### config.mk
export PLATFORM = sky130hd
export DESIGN_NAME = seq_generator_flat
export DESIGN_NICKNAME = d
export VERILOG_FILES = /design/src/rtl/seq_generator_if.sv /design/src/rtl/seq_generator.sv /design/src/flat_wrapper.sv
export SDC_FILE = /design/constraint.sdc
export NUM_CORES = 1
export LEC_CHECK = 0
export ABC_AREA = 1
export CAP_MARGIN = 20
export CORE_ASPECT_RATIO = 0.75
export CORE_MARGIN = 2
export CORE_UTILIZATION = 55
export CTS_BUF_LIST = sky130_fd_sc_hd__clkbuf_8
export CTS_CLUSTER_DIAMETER = 40
export DETAILED_ROUTE_END_ITERATION = 16
export PLACE_DENSITY = 0.82
export SYNTH_ARGS = -nofsm -noshare
export SYNTH_HDL_FRONTEND = slang
export SYNTH_SLANG_ARGS = --single-unit
### constraint.sdc
create_clock -name clk -period 2.9 [get_ports clk]
set_clock_uncertainty 0.1 [all_clocks]
set_input_delay 0.29 -clock clk [delete_from_list [all_inputs] [get_ports clk]]
set_output_delay 0.29 -clock clk [all_outputs]
set_load 0.01 [all_outputs]
### src/rtl/seq_generator_if.sv
// Load handshake and serial output bundle between a host and seq_generator.
// Lengths are carried in $clog2(WIDTH+1) bits so that WIDTH itself is expressible.
interface seq_generator_if #(
    parameter int WIDTH = 8,
    parameter int CNT_W = 4
);
    localparam int LEN_W = $clog2(WIDTH + 1);

    logic             load_valid;
    logic             load_ready;
    logic [WIDTH-1:0] pattern;
    logic [LEN_W-1:0] len;
    logic [CNT_W-1:0] repeat_cnt;
    logic             dout;
    logic             dout_valid;
    logic             busy;
    logic             done;

    modport master (
        output load_valid, pattern, len, repeat_cnt,
        input  load_ready, dout, dout_valid, busy, done
    );

    modport slave (
        input  load_valid, pattern, len, repeat_cnt,
        output load_ready, dout, dout_valid, busy, done
    );
endinterface

### src/rtl/seq_generator.sv
// Serial pattern generator: sends a captured pattern MSB first, repeated
// repeat_cnt+1 times with an optional fixed idle gap between repetitions.
module seq_generator #(
    parameter int WIDTH = 8,
    parameter int CNT_W = 4,
    parameter int GAP   = 0
) (
    input  logic          clk,
    input  logic          rst,
    seq_generator_if.slave bus
);
    localparam int LEN_W = $clog2(WIDTH + 1);
    localparam int IDX_W = (WIDTH > 1) ? $clog2(WIDTH) : 1;

    typedef enum logic [1:0] {S_IDLE, S_SEND, S_GAP} state_e;

    state_e             state_q, state_d;
    logic [WIDTH-1:0]   pat_q, pat_d;
    logic [IDX_W-1:0]   last_q, last_d;
    logic [IDX_W-1:0]   idx_q, idx_d;
    logic [CNT_W-1:0]   rep_q, rep_d;
    logic               dout_q, dout_d;
    logic               vld_q, vld_d;
    logic               busy_q, busy_d;
    logic               done_q, done_d;
    logic [LEN_W-1:0]   len_eff;
    logic               gap_last;

    assign len_eff = (bus.len == '0 || bus.len > LEN_W'(WIDTH)) ? LEN_W'(WIDTH) : bus.len;

    generate
        if (GAP > 0) begin : g_gap
            localparam int GW = $clog2(GAP + 1);
            logic [GW-1:0] gap_q;
            // Counter sits preloaded outside GAP so the first gap cycle sees GAP.
            always_ff @(posedge clk) begin
                if (rst || state_q != S_GAP) gap_q <= GW'(GAP);
                else                         gap_q <= gap_q - GW'(1);
            end
            assign gap_last = (gap_q == GW'(1));
        end else begin : g_nogap
            assign gap_last = 1'b1;
        end
    endgenerate

    always_comb begin
        state_d = state_q;
        pat_d   = pat_q;
        last_d  = last_q;
        idx_d   = idx_q;
        rep_d   = rep_q;
        case (state_q)
            S_IDLE: begin
                if (bus.load_valid) begin
                    pat_d   = bus.pattern;
                    last_d  = IDX_W'(len_eff - LEN_W'(1));
                    idx_d   = IDX_W'(len_eff - LEN_W'(1));
                    rep_d   = bus.repeat_cnt;
                    state_d = S_SEND;
                end
            end
            S_SEND: begin
                if (idx_q == '0) begin
                    if (rep_q == '0) begin
                        state_d = S_IDLE;
                    end else begin
                        rep_d   = rep_q - CNT_W'(1);
                        idx_d   = last_q;
                        state_d = (GAP > 0) ? S_GAP : S_SEND;
                    end
                end else begin
                    idx_d = idx_q - IDX_W'(1);
                end
            end
            S_GAP: begin
                if (gap_last) state_d = S_SEND;
            end
            default: state_d = S_IDLE;
        endcase

        // Outputs are registered copies of what the next state will present.
        vld_d  = (state_d == S_SEND);
        dout_d = vld_d & pat_d[idx_d];
        done_d = vld_d && (idx_d == '0) && (rep_d == '0);
        busy_d = (state_d != S_IDLE);
    end

    always_ff @(posedge clk) begin
        if (rst) begin
            state_q <= S_IDLE;
            pat_q   <= '0;
            last_q  <= '0;
            idx_q   <= '0;
            rep_q   <= '0;
            dout_q  <= 1'b0;
            vld_q   <= 1'b0;
            busy_q  <= 1'b0;
            done_q  <= 1'b0;
        end else begin
            state_q <= state_d;
            pat_q   <= pat_d;
            last_q  <= last_d;
            idx_q   <= idx_d;
            rep_q   <= rep_d;
            dout_q  <= dout_d;
            vld_q   <= vld_d;
            busy_q  <= busy_d;
            done_q  <= done_d;
        end
    end

    assign bus.load_ready = (state_q == S_IDLE) & ~rst;
    assign bus.dout       = dout_q;
    assign bus.dout_valid = vld_q;
    assign bus.busy       = busy_q;
    assign bus.done       = done_q;
endmodule

### src/flat_wrapper.sv
// flat-port wrapper written by rule: the top's interface ports become plain ports
module seq_generator_flat 
#(
    parameter int WIDTH = 8,
    parameter int CNT_W = 4,
    parameter int GAP   = 0
)
  (clk, rst, bus_load_valid, bus_pattern, bus_len, bus_repeat_cnt, bus_load_ready, bus_dout, bus_dout_valid, bus_busy, bus_done);
  seq_generator_if #(.WIDTH(WIDTH), .CNT_W(CNT_W)) bus_i ();
  input  logic clk;
  input  logic rst;
  input wire logic [$bits(bus_i.load_valid)-1:0] bus_load_valid;
  input wire logic [$bits(bus_i.pattern)-1:0] bus_pattern;
  input wire logic [$bits(bus_i.len)-1:0] bus_len;
  input wire logic [$bits(bus_i.repeat_cnt)-1:0] bus_repeat_cnt;
  output wire logic [$bits(bus_i.load_ready)-1:0] bus_load_ready;
  output wire logic [$bits(bus_i.dout)-1:0] bus_dout;
  output wire logic [$bits(bus_i.dout_valid)-1:0] bus_dout_valid;
  output wire logic [$bits(bus_i.busy)-1:0] bus_busy;
  output wire logic [$bits(bus_i.done)-1:0] bus_done;
  assign bus_i.load_valid = bus_load_valid;
  assign bus_i.pattern = bus_pattern;
  assign bus_i.len = bus_len;
  assign bus_i.repeat_cnt = bus_repeat_cnt;
  assign bus_load_ready = bus_i.load_ready;
  assign bus_dout = bus_i.dout;
  assign bus_dout_valid = bus_i.dout_valid;
  assign bus_busy = bus_i.busy;
  assign bus_done = bus_i.done;
  seq_generator #(.WIDTH(WIDTH), .CNT_W(CNT_W), .GAP(GAP)) u_core (.clk(clk), .rst(rst), .bus(bus_i));
endmodule
# ---- Word level (Yosys, flattened, before mapping)
# Cells that the tools add are included.
dict set report word_totals {
  reg_bits 24
  input_bits 19
  out_inout_bits 5
  wordCells 48
}
dict set report classes {
  add_sub_neg 3
  magnitude_cmp 2
  n_eq_ne 3
  muxes 17
  bitwise_logic 3
  n_reduce_logical 11
}
# cell n
set ops {}
lappend ops {{two-way mux 8 bit} 2}
lappend ops {{logical NOT 4 bit} 3}
lappend ops {{two-way mux 3 bit} 4}
lappend ops {{two-way mux 4 bit} 3}
lappend ops {{one-hot mux 4 bit (2 select lines)} 1}
lappend ops {{logical NOT 3 bit} 2}
lappend ops {{one-hot mux 2 bit (3 select lines)} 1}
lappend ops {{one-hot mux 3 bit (2 select lines)} 1}
lappend ops {{subtractor 3 x 1 -> 3 bit (second input constant)} 2}
lappend ops {{equality test 2 x 1 -> 1 bit (second input constant)} 2}
lappend ops {{> comparator 4 bit (second input constant)} 1}
lappend ops {{less-than comparator 3 x 4 -> 1 bit (second input constant)} 1}
lappend ops {{two-way mux 2 bit} 2}
lappend ops {{subtractor 4 x 1 -> 4 bit (second input constant)} 1}
lappend ops {{binary-select mux 1 bit (select 3 bit)} 1}
lappend ops {{bitwise AND 1 bit} 2}
lappend ops {{equality test 2 bit (second input constant)} 1}
lappend ops {{logical AND 1 bit} 2}
lappend ops {{logical NOT 2 bit} 1}
lappend ops {{two-way mux 1 bit} 2}
lappend ops {{AND reduction 2 bit} 1}
lappend ops {{nonzero test 2 bit} 1}
lappend ops {{logical OR 1 bit} 1}
lappend ops {{inverter 1 bit} 1}

# ---- Logic depth before layout (Yosys ltp)
dict set report depth {
  ltp_word 9
  depth_mapped 14
  ltp_nobuf 14
}

# ---- Least setup slack after synthesis
# OpenSTA, ideal clock, no wires.
dict set report synth_timing {
  path_kind {flip-flop to flip-flop}
  start {register u_core.idx_q[0]}
  end {register u_core.dout_q (netlist: u_core.bus.dout)}
  setup_time_ps 115
  t_arrival_ps 1383
  t_required_ps 2685
  slack_ps 1302
  path_stages_with_launch 12
  path_buffers 0
  period_less_slack_ps 1598
  path_cell_list {dfxtp_1 -> inv_1 -> ha_1 -> inv_1 -> nor2_4 -> nand3_2 -> nand2_1 -> a21oi_1 -> nor2_1 -> nand3_1 -> a21oi_1 -> nor2_1}
}
dict set report synth_via {
  elab_chain_len 6
  elab_cells_between_ends 12
  cone_classes {1 x add/sub; 1 x eq/ne; 8 x mux; 1 x bitwise; 1 x reduce/logical}
}
# item line_no
set synth_rtl {}
lappend synth_rtl {{start: declaration} seq_generator.sv:20} ;# logic [IDX_W-1:0] idx_q, idx_d;
lappend synth_rtl {{start signal: assignment} seq_generator.sv:103} ;# idx_q <= idx_d;
lappend synth_rtl {{subtractor 3 x 1 -> 3 bit, or another cell as far along} seq_generator.sv:72} ;# idx_d = idx_q - IDX_W'(1);
lappend synth_rtl {{two-way mux 3 bit} seq_generator.sv:63} ;# if (idx_q == '0) begin
lappend synth_rtl {{one-hot mux 3 bit (2 select lines)} seq_generator.sv:52} ;# case (state_q)
lappend synth_rtl {{binary-select mux 1 bit (select 3 bit)} seq_generator.sv:83} ;# dout_d = vld_d & pat_d[idx_d];
lappend synth_rtl {{two-way mux 1 bit (not written as such)} seq_generator.sv:83}
lappend synth_rtl {{bitwise AND 1 bit *} seq_generator.sv:83}
lappend synth_rtl {{end signal: assignment} seq_generator.sv:105} ;# dout_q <= dout_d;
lappend synth_rtl {{end: declaration} seq_generator.sv:22} ;# logic dout_q, dout_d;
# Every way passes the cells marked *; elsewhere a longest branch is shown, timed or not. The select of a mux whose other input is x is not followed.
# A chain may end at the register's enable or synchronous reset.

# ---- Worst setup path after layout
dict set report layout_timing {
  start {input port rst}
  end {output port bus_load_ready}
}
dict set report layout_via {
  elab_chain_len 2
}
# item line_no
set layout_rtl {}
lappend layout_rtl {{start: declaration} flat_wrapper.sv:11} ;# input logic rst;
lappend layout_rtl {{inverter 1 bit} seq_generator.sv:112} ;# assign bus.load_ready = (state_q == S_IDLE) & ~rst;
lappend layout_rtl {{bitwise AND 1 bit} seq_generator.sv:112}
lappend layout_rtl {{end: declaration} flat_wrapper.sv:16} ;# output wire logic [$bits(bus_i.load_ready)-1:0] bus_load_ready;
# Every way passes these cells.

==> summary.txt <==
Run
  • Max-Cap Viols: 0

Min path
  • Hold Path Depth: 2
  • Hold Path End: u_core.last_q[1]
  • Worst hold path type: register to register
  • Hold Path Origin: u_core.last_q[1]

Synthesis
  • Post-synth net total: 224
  • Synth Cell Area: 1340 um^2
  • Synth Area in Simple Gates: 37.0%
  • Synth area leaders: dfxtp_1, nand2_1, inv_1
  • Post-synth EDFFs: 0
  • Synth warnings: 0
  • Yosys cell types: 30
  • Adder-cell share of the synthesized area: 3.74%
  • Most used DFF post-synth: dfxtp_1
  • Synth Instances: 201
  • Mux cell area share after synthesis: 0%
  • Post-Syn Area per Cell: 6.65 um^2
  • Xor/xnor cell area share of the yosys netlist: 0.655%
  • Compound-cell area share of the yosys netlist: 11.5%
  • Synth cell count leaders: nand2_1, inv_1, dfxtp_1, nor2_1, a21oi_1
  • Largest family of logic cells by synthesized area: simple AND/OR/NAND/NOR gates
  • Dominant cell type by area after synthesis: dfxtp_1
  • Synth top area share: 35.9%
  • Synthesized flop and latch total: 24
  • Share of flip-flops with an asynchronous set or reset: 0%
  • Seq/Total Area, Yosys: 35.9%
  • Most common cell in the netlist: nand2_1

STA
  • RSZ-0062 raised after global routing: false
  • Period utilisation layout: 68.8%
  • Min Hold Slack: 0.378 ns
  • Setup TNS: 0 ns
  • Final-report max-slew violation count: 0
  • Fin crit period: 2.00 ns
  • Hold Vio Cnt, Final: 0
  • # setup viols final: 0
  • Peak Freq: 501 MHz

CTS
  • Postcts setup bufs: 0
  • TritonCTS clock tree: built
  • CTS Buf Count: 3
  • Cts hold-fix bufs: 0
  • CTS-repair resized insts: 0
  • Clk_lat worst skew: 0.27 ns
  • Sink Count: 24
  • Worst-path clk slew: 0.09 ns
  • CTS Root Buffer Type: clkbuf_8
  • CTS Buffer Depth: 2
  • H-tree depth: 1

Place
  • Port bufs: 23
  • Placer Congestion: 0.858
  • Detailed placement HPWL: 2.25 mm
  • Area after DPL: 1590 um^2

Worst setup path
  • CP startpoint kind: input port
  • CP cell instances: clkdlybuf4s50_1 > buf_4 > nor2_1 > clkdlybuf4s50_1
  • Crit. Startpoint: rst
  • Critical Path RT: 2.51 ns
  • Reg2reg start: u_core.idx_q[0]
  • Worst setup path class: input port to primary output
  • Crit Path Max Fanout: 19
  • Max incr delay on CP: 0.56 ns
  • Reg2Reg Setup Slack: 0.96 ns
  • R2R Path End: u_core.bus.dout
  • Crit end category: primary output
  • R2R depth: 14
  • Worst path arrival time: 1.61 ns
  • Crit path max-delay cell type: clkdlybuf4s50_1
  • Crit path top cell by count: clkdlybuf4s50_1

Run status
  • Status: finished, final reports clean

Final layout
  • Utilization after layout: 72.1%
  • Area grow syn2layout: 24.5%
  • Number of fillers in the final layout: 188
  • ANT cells: 0
  • Share of cells above drive strength 1: 8.89%
  • Finished layout cell area: 1670 um^2
  • Layout net count: 249

GRT
  • Global-route wire length before repair: 5.04 mm
  • Vias in the first global route: 1157
  • Initial antenna violation count: 0
  • GR Util All Layers: 24.4%
  • Gr ovfl total: 0
  • Pin count of the biggest net entering global routing: 20

Power
  • Peak VDD IR: 324 uV
  • Pleak: 0.810 nW
  • Power Total: 0.904 mW
  • Power per cell area: 543 nW/um^2

Routing
  • Antenna-violating nets left: 0
  • Wirelength per Cell: 12.4 um
  • Drt initial violations: 60
  • DRC Markers: 0
  • Avg Vias per Cell: 5.08
  • Final WL: 3.21 mm
  • First drt pass iteration count: 4
  • Vias: 1316

Die
  • Starting Density: 57.9%
  • Ports: 24
  • Die area: 2850 um^2
  • Core area: 2310 um^2
  • Die X: 60.9 um
  • Die Ht: 46.7 um
  • Row cnt: 15
[worst max-delay path by stage]
stage | end | slack [ns] | depth (start not counted)
detailed placement | u_core.bus.done | 0.78 | 9
global placement | u_core.bus.dout | 0.86 | 12
CTS | bus_load_ready | 0.90 | 4
finish | bus_load_ready | 0.90 | 4
global route | u_core.bus.dout | 0.81 | 14
floorplan | u_core.bus.dout | 1.30 | 11
[through the flow]
step / setup WS, ns / cells
floorplan: 1.30 / 201
global placement: 0.860 / 255
detailed placement: 0.782 / 255
CTS: 0.902 / 259
global route: 0.812 / 259
finish: 0.905 / 259
[cell type report]
| type | count | area (um^2) | area share, % |
|---|---|---|---|
| clock buffers | 3 | 41.3 | 2.48 |
| clock inverters | 1 | 30.0 | 1.80 |
| inverters | 32 | 123 | 7.36 |
| multi-input cells | 141 | 711 | 42.7 |
| flip-flops and latches | 24 | 480 | 28.9 |
| well taps | 34 | 42.5 | 2.55 |
| repair buffers | 24 | 238 | 14.3 |
[state kept, by name, indices dropped and copies added, names as in the netlist]
name                   cells
u_core.last_q              3
u_core.state_q             2
u_core.bus.dout_valid      1
u_core.rep_q               4
u_core.bus.dout            1
u_core.bus.busy            1
u_core.idx_q               3
u_core.pat_q               8
u_core.bus.done            1
[where the power goes]
| part | switching [mW] | internal, mW |
|---|---|---|
| logic | 0.140 | 0.100 |
| registers | 0.0133 | 0.354 |
| clock network | 0.112 | 0.185 |
[cells in the final DEF, fill, tap and decap left out, types with 4 or more instances in the layout]
cell type,synthesis,final
clkdlybuf4s50_1,0,23
a21oi_1,14,14
nand3_1,12,12
dfxtp_1,24,24
inv_1,30,30
o21a_1,4,4
o21ai_0,6,6
nand4_1,5,5
ha_1,4,4
nor2_1,20,20
nand2_1,54,54
[cells by family after synthesis]
logic type,after synthesis
AOI/OAI and AO/OA,27
buffers and inverters,36
xor gates and xnor gates,1
and+or+nand+nor,108
adders and majority gates,4
DFF,24
other,1
[worst max-delay path: cells and delay by family]
kind,cells,cell delay [ns]
and+or+nand+nor,1,0.16
buffers and inverters,3,1.15
[routing by layer]
metal / share of wire (%) / wire [um] / global-route usage [%] / vias to the layer above
met5: 0 / 0 / 0 / -
met4: 1.6 / 51 / 8.26 / 0
met3: 8.1 / 259 / 6.74 / 6
met2: 43 / 1380 / 36.3 / 52
met1: 47 / 1520 / 34.2 / 580
li1: - / - / - / 678
No activity file was read; power rests on OpenSTA's default activity.
